==> src/rtl/div_unit_r32m.sv <==
// div_unit_r32m
//   Iterative radix-2 restoring divider for RV32M DIV, DIVU, REM and REMU.
//   It produces one quotient bit per clock. Operands are converted to
//   magnitudes on accept, and the sign is corrected in a final FIX cycle.
//
// Ports
//   clock  : system clock, rising edge
//   reset  : synchronous, active-high; abandons any in-flight operation
//   start  : request strobe, sampled only while idle (including the done cycle)
//   op     : 00 DIV, 01 DIVU, 10 REM, 11 REMU
//   A, B   : dividend, divisor
//   busy   : high from the cycle after an accepted start until done
//   done   : one-cycle strobe; result valid in the same cycle
//   result : quotient or remainder, held until the next done
//
// Build option
//   DIV_FASTPATH_EN : when defined, divide-by-zero and signed overflow are
//                     detected on accept and skip the iteration phase
//                     (latency 2 instead of dataW+2). Results are identical.
module div_unit_r32m #(
    parameter int dataW = 32
) (
    input  logic             clock,
    input  logic             reset,
    input  logic             start,
    input  logic [1:0]       op,
    input  logic [dataW-1:0] A,
    input  logic [dataW-1:0] B,
    output logic             busy,
    output logic             done,
    output logic [dataW-1:0] result
);

    localparam int              cntW     = $clog2(dataW + 1);
    localparam logic [cntW-1:0] cnt_init = cntW'(dataW);
    localparam logic [cntW-1:0] cnt_last = cntW'(1);

    typedef enum logic [1:0] {
        IDLE,
        ITER,
        FIX
    } state_t;

    state_t state, state_nxt;

    // Latched operation context
    logic [dataW-1:0] rem_q;
    logic [dataW-1:0] quo_q;
    logic [dataW-1:0] div_q;
    logic [dataW-1:0] result_q;
    logic [cntW-1:0]  cnt_q;
    logic             sel_rem_q;
    logic             qsign_q;
    logic             rsign_q;
    logic             done_q;

    // Accept-time operand conditioning
    logic             signed_op;
    logic             a_neg;
    logic             b_neg;
    logic [dataW-1:0] a_mag;
    logic [dataW-1:0] b_mag;
    logic [dataW-1:0] rem_init;
    logic             fast;
    logic             accept;

    // Iteration and fix-up datapath
    logic [dataW:0]   shifted;
    logic [dataW-1:0] rem_diff;
    logic             trial_ok;
    logic [dataW-1:0] q_fix;
    logic [dataW-1:0] r_fix;

    always_comb begin
        signed_op = ~op[0];
        a_neg     = signed_op & A[dataW-1];
        b_neg     = signed_op & B[dataW-1];
        // Negating the most-negative value yields the same bit pattern,
        // which is the correct magnitude when read as unsigned.
        a_mag     = a_neg ? -A : A;
        b_mag     = b_neg ? -B : B;
`ifdef DIV_FASTPATH_EN
        // Preload the registers so that FIX yields the architectural result
        // without iterating. Divide by zero keeps |A| in the remainder (the
        // quotient is forced to all ones in FIX). Overflow leaves |A| =
        // most-negative in the quotient with a positive quotient sign.
        fast      = (B == '0)
                  | (signed_op & (A == {1'b1, {(dataW-1){1'b0}}}) & (B == '1));
        rem_init  = (B == '0) ? a_mag : '0;
`else
        fast      = 1'b0;
        rem_init  = '0;
`endif
    end

    always_comb begin
        // The trial subtract is effectively dataW+1 bits wide: the compare
        // covers the full shifted value. Only the low dataW bits of the
        // difference are kept because an accepted remainder is always less
        // than the divisor.
        shifted  = {rem_q, quo_q[dataW-1]};
        trial_ok = (shifted >= {1'b0, div_q});
        rem_diff = shifted[dataW-1:0] - div_q;

        // Divide by zero: the datapath produces |A| as the remainder, which
        // becomes A after sign correction. The quotient must be forced to
        // all ones for signed negative dividends as well.
        q_fix    = qsign_q ? -quo_q : quo_q;
        if (div_q == '0) begin
            q_fix = '1;
        end
        r_fix    = rsign_q ? -rem_q : rem_q;
    end

    always_comb begin
        state_nxt = state;
        busy      = 1'b0;
        accept    = 1'b0;
        unique case (state)
            IDLE: begin
                if (start) begin
                    accept    = 1'b1;
                    state_nxt = fast ? FIX : ITER;
                end
            end
            ITER: begin
                busy = 1'b1;
                if (cnt_q == cnt_last) begin
                    state_nxt = FIX;
                end
            end
            FIX: begin
                busy      = 1'b1;
                state_nxt = IDLE;
            end
            default: begin
                state_nxt = IDLE;
            end
        endcase
    end

    always_ff @(posedge clock) begin
        if (reset) begin
            state <= IDLE;
        end else begin
            state <= state_nxt;
        end
    end

    always_ff @(posedge clock) begin
        if (reset) begin
            rem_q     <= '0;
            quo_q     <= '0;
            div_q     <= '0;
            result_q  <= '0;
            cnt_q     <= '0;
            sel_rem_q <= 1'b0;
            qsign_q   <= 1'b0;
            rsign_q   <= 1'b0;
            done_q    <= 1'b0;
        end else begin
            done_q <= 1'b0;
            unique case (state)
                IDLE: begin
                    if (accept) begin
                        sel_rem_q <= op[1];
                        quo_q     <= a_mag;
                        div_q     <= b_mag;
                        rem_q     <= rem_init;
                        qsign_q   <= a_neg ^ b_neg;
                        rsign_q   <= a_neg;
                        cnt_q     <= cnt_init;
                    end
                end
                ITER: begin
                    quo_q <= {quo_q[dataW-2:0], trial_ok};
                    rem_q <= trial_ok ? rem_diff : shifted[dataW-1:0];
                    cnt_q <= cnt_q - cnt_last;
                end
                FIX: begin
                    result_q <= sel_rem_q ? r_fix : q_fix;
                    done_q   <= 1'b1;
                end
                default: begin
                end
            endcase
        end
    end

    assign done   = done_q;
    assign result = result_q;

endmodule

==> config.mk <==
export PLATFORM = sky130hd
export DESIGN_NAME = div_unit_r32m
export DESIGN_NICKNAME = d
export VERILOG_FILES = /design/src/rtl/div_unit_r32m.sv
export SDC_FILE = /design/constraint.sdc
export NUM_CORES = 1
export LEC_CHECK = 0
export CORE_AREA = 8 8 161 163
export DETAILED_ROUTE_END_ITERATION = 12
export DIE_AREA = 0 0 169 171
export PLACE_DENSITY = 0.71
export SETUP_SLACK_MARGIN = 0.5
export SLEW_MARGIN = 20
export SYNTH_ARGS = -nofsm -noshare
export SYNTH_HDL_FRONTEND = slang
export SYNTH_SLANG_ARGS = --single-unit
export TNS_END_PERCENT = 10
==> constraint.sdc <==
create_clock -name clock -period 3.7 [get_ports clock]
set_clock_uncertainty 0.05 [all_clocks]
set_input_delay 0.555 -clock clock [delete_from_list [all_inputs] [get_ports clock]]
set_output_delay 0.555 -clock clock [all_outputs]
set_load 0.005 [all_outputs]
==> results of run 1 <==
-- placed cells by master (no fill, tap or decap), types with 31 or more instances in the layout --
master,synthesis,final
dfxtp_1,140,132
clkdlybuf4s50_1,0,101
nor2_1,101,98
o211ai_1,48,48
ha_1,41,31
o21ai_0,77,74
inv_1,67,64
buf_4,2,34
a21oi_1,99,97
xor2_1,100,100
xnor2_1,45,45
nand2_1,165,165
-- metal layers --
layer | vias up | wire (um) | global-route usage
met5 | - | 13 | 0
met4 | 2 | 761 | 0.0666
met3 | 63 | 2150 | 0.0401
met2 | 374 | 14300 | 0.328
met1 | 4935 | 14800 | 0.294
li1 | 5114 | - | -
-- cell families (layout without fill, tap and decap cells) --
logic type	Yosys count	count (layout)	synth area share
xor+xnor	145	145	0.124
flops	140	140	0.273
simple gates	446	446	0.211
buf+inv	155	242	0.0582
compound gates	423	423	0.278
fa+ha+maj	42	42	0.0519
mux	4	4	0.00390
-- report_power, final --
part	total, uW	leakage (uW)	internal, uW	switching (uW)
logic	1220	0.00331	495	726
registers	1730	0.00114	1600	129
clock network	1680	0.000276	957	724
-- layout make-up --
class | instances | area share
Clock buffer | 19 | 0.0353
Inverter | 67 | 0.0203
Sequential cell | 140 | 0.225
Tap cell | 319 | 0.0318
Multi-Input combinational cell | 1060 | 0.565
Timing Repair Buffer | 143 | 0.113
Clock inverter | 13 | 0.0103
-- timing repair --
item / in CTS / in global routing
pin swaps: 0 / 16
hold buffers: 0 / 0
gates cloned: 0 / 4
endpoints found under the hold margin: 0 / 0
buffers inserted: 0 / 7
gates resized for setup: 4 / 48
endpoints found under the setup margin: 16 / 43
-- stage by stage --
step / util / setup WS, ns / cells
final: 0.539 / 0.428 / 1761
after global routing: 0.539 / 0.365 / 1761
after CTS: 0.524 / 0.424 / 1750
after detailed placement: 0.499 / 0.0846 / 1718
after global placement: 0.499 / 0.130 / 1718
after floorplan: - / 0.683 / 1355
-- worst max-delay path: stages, from the launching register on --
cell	delay, ns
dfxtp_2	0.38
ha_4	0.32
nand4_1	0.20
or4_1	0.54
a31o_4	0.24
nand4_1	0.17
nand4_1	0.22
a21oi_4	0.45
clkbuf_16	0.23
o21ai_0	0.07
a32o_1	0.28
-- path summary, 6_finish.rpt --
| path | start | end | slack [ns] | cells past startpoint |
|---|---|---|---|---|
| max | rem_q[6] | rem_q[15] | 0.43 | 10 |
| min | result[29] | result[29] | 0.40 | 1 |
| max reg2reg | rem_q[6] | rem_q[15] | 0.43 | 10 |
| min reg2reg | result[29] | result[29] | 0.40 | 1 |
-- state kept, by name, summed over array words and instances, names as in the netlist --
register and count:
result 32, state 2, sel_rem_q 1, rsign_q 1, rem_q 32, quo_q 32, done 1, div_q 32
cnt_q 6, qsign_q 1
==> impl_results.md, run 1 <==
- Status: complete, no violations
- Syn Nets: around 1,500
- Initial antenna violation count: 1
- CTS Sinks: 140
- CTS root buf: clkbuf_16
- Yosys top cell by area: dfxtp_1
- # diodes: 0
- Cts bufs inserted: 17
- Syn Inst Count: roughly 1,400
- Slew margin rel.: 0.283
- Clock-pin slew on the worst setup and hold paths: 0.06 ns
- Number of I/O pins: 103
- Ys flop type: dfxtp_1
- Cell Rows: 56
- Sequential Area: 2820 um2
- Port Buffers: slightly above 100
- WP data arrival: around 3.5 ns
- Worst Setup Path Type: reg2reg
- # setup viols final: 0
- CTS tree: done
- Fmax achieved: 0.306 GHz
- First drt pass iteration count: 6
- GRT Total Usage: 0.212
- Vias per Instance: 5.96
- H-tree lvl count: 4
- Power after layout: 4630 uW
- Total of max-cap violations: 0
- Crit. End Element: register
- Top cells by area, synth: dfxtp_1, xor2_1, nand2_1
- Mapped Area: 10,300 um2
- Core Footprint: 23,300 um2
- Synth async-reset ratio: 0
- Detailed Route WL: 32.0 mm
- First-pass GRT wire length: 50.1 mm
- Minimum clock period: 3.27 ns
- Final instance area: 12,500 um2
- Share of cells above drive strength 1: 0.0915
- Synth unique cells: 67
- DR WL/cell: ~18 um
- Post-synthesis sequential area ratio: 0.273
- Skew-Pair Late Insertion Delay: around 0.43 ns
- Placer Congestion: 0.966
- Hpwl dp: approximately 24 mm
- HP Class: reg2reg
- Post-synthesis average cell area: 7.58 um2
- Die ar.: ~29,000 um2
- Period utilisation layout: 0.884
- Leak: 0.00473 uW
- Vias in the first global route: 9,598
- Drt drc: 0
- Post-route setup TNS: 0 ns
- Dominant cell by count in the synthesized netlist: nand2_1
- Syn. warnings: 0
- Power Dens Cells: 370 nW/um2
- Fillers: roughly 2,200
- Startpoint types: register
- Post-synth top cells: nand2_1, dfxtp_1, nor2_1
- FF+latch count, synth: 140
- Crit path max fanout: 7
- RSZ-0062 raised after global routing: yes
- Largest net degree at the start of global routing: 93
- Initial core utilization: 0.441
- Nets: 1,540
- Die span in x: 169 um
- Critical Path RT: approximately 4.0 ns
- Global route overflow: 0
- Peak VDD IR: 0.000309 V
- Hold Worst Slack: 0.398 ns
- Cell Area, Placed: 11,600 um2
- Clk buf depth: 2
- Area of the multi-input gates: 7080 um2
- Total number of vias: 10,488
- Post-synth EDFFs: 0
- Slew at the pin closest to its max-slew limit: 1.07 ns
- Initial DRC count: 1,010
- Die height: 171 um
- Fin. max-slew vios: 0
- Area grow syn2layout: 22.1%
- Final ANT Viol Nets: 0
- Final Hold Viols: 0
- Top cell type's share of synthesized area: 0.273
No activity file was read; power rests on OpenSTA's default activity.
==> inputs of run 2 (changes only) <==
--- a/config.mk
+++ b/config.mk
@@ -5,10 +5,12 @@
 export SDC_FILE = /design/constraint.sdc
 export NUM_CORES = 1
 export LEC_CHECK = 0
-export CORE_AREA = 8 8 161 163
+export CELL_PAD_IN_SITES_DETAIL_PLACEMENT = 2
+export CELL_PAD_IN_SITES_GLOBAL_PLACEMENT = 2
+export CORE_AREA = 8 8 183 185
 export DETAILED_ROUTE_END_ITERATION = 12
-export DIE_AREA = 0 0 169 171
-export PLACE_DENSITY = 0.71
+export DIE_AREA = 0 0 191 193
+export PLACE_DENSITY = 0.88
 export SETUP_SLACK_MARGIN = 0.5
 export SLEW_MARGIN = 20
 export SYNTH_ARGS = -nofsm -noshare
==> impl_results.md, run 2 (synthesis gave the netlist of run 1 again) <==
- Startpoint types: primary input
- GRT Total Usage: 0.250
- DR WL/cell: 28.3 um
- Power Dens Cells: between 300 and 400 nW/um2
- Share of cells above drive strength 1: 0.132
- Skew-Pair Late Insertion Delay: 0.47 ns
- Crit. End Element: register
- Post-route setup TNS: 0 ns
- Nets: 1,565
- Initial DRC count: between 900 and 1,000
- Peak VDD IR: 0.000321 V
- Largest net degree at the start of global routing: 60
- Detailed Route WL: 53.0 mm
- H-tree lvl count: 4
- Post-route insts no fill: 1,871
- WP data arrival: around 3.8 ns
- Cell Area, Placed: 11,800 um2
- Final Hold Viols: 0
- Cell Rows: 65
- Post-route met1 wirelength: 21.0 mm
- Worst Hold Endpoint: result[0]
- Period utilisation layout: 0.943
- # setup viols final: 0
- Placer Congestion: 0.879
- Reg2reg path depth: 10
- Status: complete, no violations
- Leak: 0.00495 uW
- Placement Setup Slack: -0.0143 ns
- Total of max-cap violations: 0
- Hpwl dp: 31.2 mm
- Clock-pin slew on the worst setup and hold paths: 0.08 ns
- Hold Buf Count CTS: 0
- CTS tree: done
- Initial core utilization: 0.333
- Drt drc: 0
- Cts bufs inserted: 17
- Fillers: 3,417
- RSZ-0062 raised after global routing: yes
- Clk buf depth: 2
- Port Buffers: 102
- Minimum clock period: about 3.5 ns
- Number of I/O pins: between 100 and 150
- Routed wl met3: 2.82 mm
- Critical Path RT: about 4 ns
- Initial antenna violation count: 1
- WL met2: ~26 mm
- Placed Cells: 1,816
- Slew margin rel.: 0.234
- HP Class: reg2reg
- Worst R2R End: rem_q[6]
- Reg2reg start: rem_q[2]
- Most frequent cells in the layout: nand2_1, dfxtp_1, xor2_1, nor2_1, clkdlybuf4s50_1
- Slew at the pin closest to its max-slew limit: 1.15 ns
- Hold path depth: 2
- Vias per Instance: 6.40
- First-pass GRT wire length: around 73 mm
- Power after layout: a little over 5000 uW
- Final WS setup: 0.210 ns
- Core Footprint: 30,800 um2
- Die span in x: 191 um
- CTS Sinks: 140
- Area grow syn2layout: 27.1%
- Die ar.: 36,900 um2
- Total number of vias: 11,981
- Global route overflow: 0
- Commonest non-fill, non-tap cell in the layout: nand2_1
- Fin. max-slew vios: 0
- Final ANT Viol Nets: 0
- Vias in the first global route: 12,497
- CTS root buf: clkbuf_16
- Hold Startpoint: result[0]
- Crit path max fanout: 6
- Die height: 193 um
- Max layer used: met4
- First drt pass iteration count: 5
- Fmax achieved: approximately 0.29 GHz
- R2R setup slack: 0.26 ns
- Worst Setup Path Type: in2reg
- Final instance area: 13,000 um2
-- run 2: area by class of cell --
class	count	area, um2	share of cell area
inverters	67	251	0.0193
clock buffers	17	425	0.0326
multi-input cells	1060	7220	0.554
well taps	402	503	0.0385
repair buffers	168	1620	0.124
flip-flops and latches	140	2830	0.217
diodes	2	5.00	0.000384
clock inverters	15	191	0.0147
-- run 2: worst max-delay path by stage --
stage          startpoint         to  slack [ns]  cells after the start
2_1_floorplan   div_q[10]  rem_q[13]        0.68                     13
3_3_place_gp        A[16]  quo_q[31]        0.12                      8
3_5_place_dp        A[16]  quo_q[31]       -0.01                      8
4_1_cts             A[16]  quo_q[23]        0.41                      7
5_1_grt              A[2]  quo_q[28]        0.14                     11
6_report             A[2]  quo_q[28]        0.21                     11
-- run 2: repair_timing --
item	CTS	global route
setup buffers	8	11
endpoints found under the setup margin	42	54
gates cloned	2	0
gates resized for setup	41	64
pin swaps	8	27
-- run 2: per-layer routing --
layer | track usage | vias to the layer above
li1 | - | 5157
met1 | 0.293 | 6010
met2 | 0.435 | 575
met3 | 0.0446 | 239
met4 | 0.123 | 0
met5 | 0 | -
-- run 2: worst max-delay path, stage by stage --
cell             delay [ns]
clkdlybuf4s50_1        0.51
or3_1                  0.45
nor3b_1                0.46
nand2_1                0.33
nor3_4                 0.23
buf_6                  0.13
buf_4                  0.12
a31oi_1                0.11
xor2_1                 0.41
nand2_1                0.19
a31oi_1                0.32
-- run 2: per-stage QoR --
stage                     utilization  hold WS, ns
final                           0.423        0.415
after global routing            0.423        0.442
after CTS                       0.413        0.420
after detailed placement        0.384        0.400
after global placement          0.384        0.401
after floorplan                     -        0.395
-- run 2: power by group --
part | switching [uW] | internal, uW | total (uW)
clock network | 889 | 1030 | 1920
registers | 144 | 1600 | 1750
logic | 933 | 527 | 1460
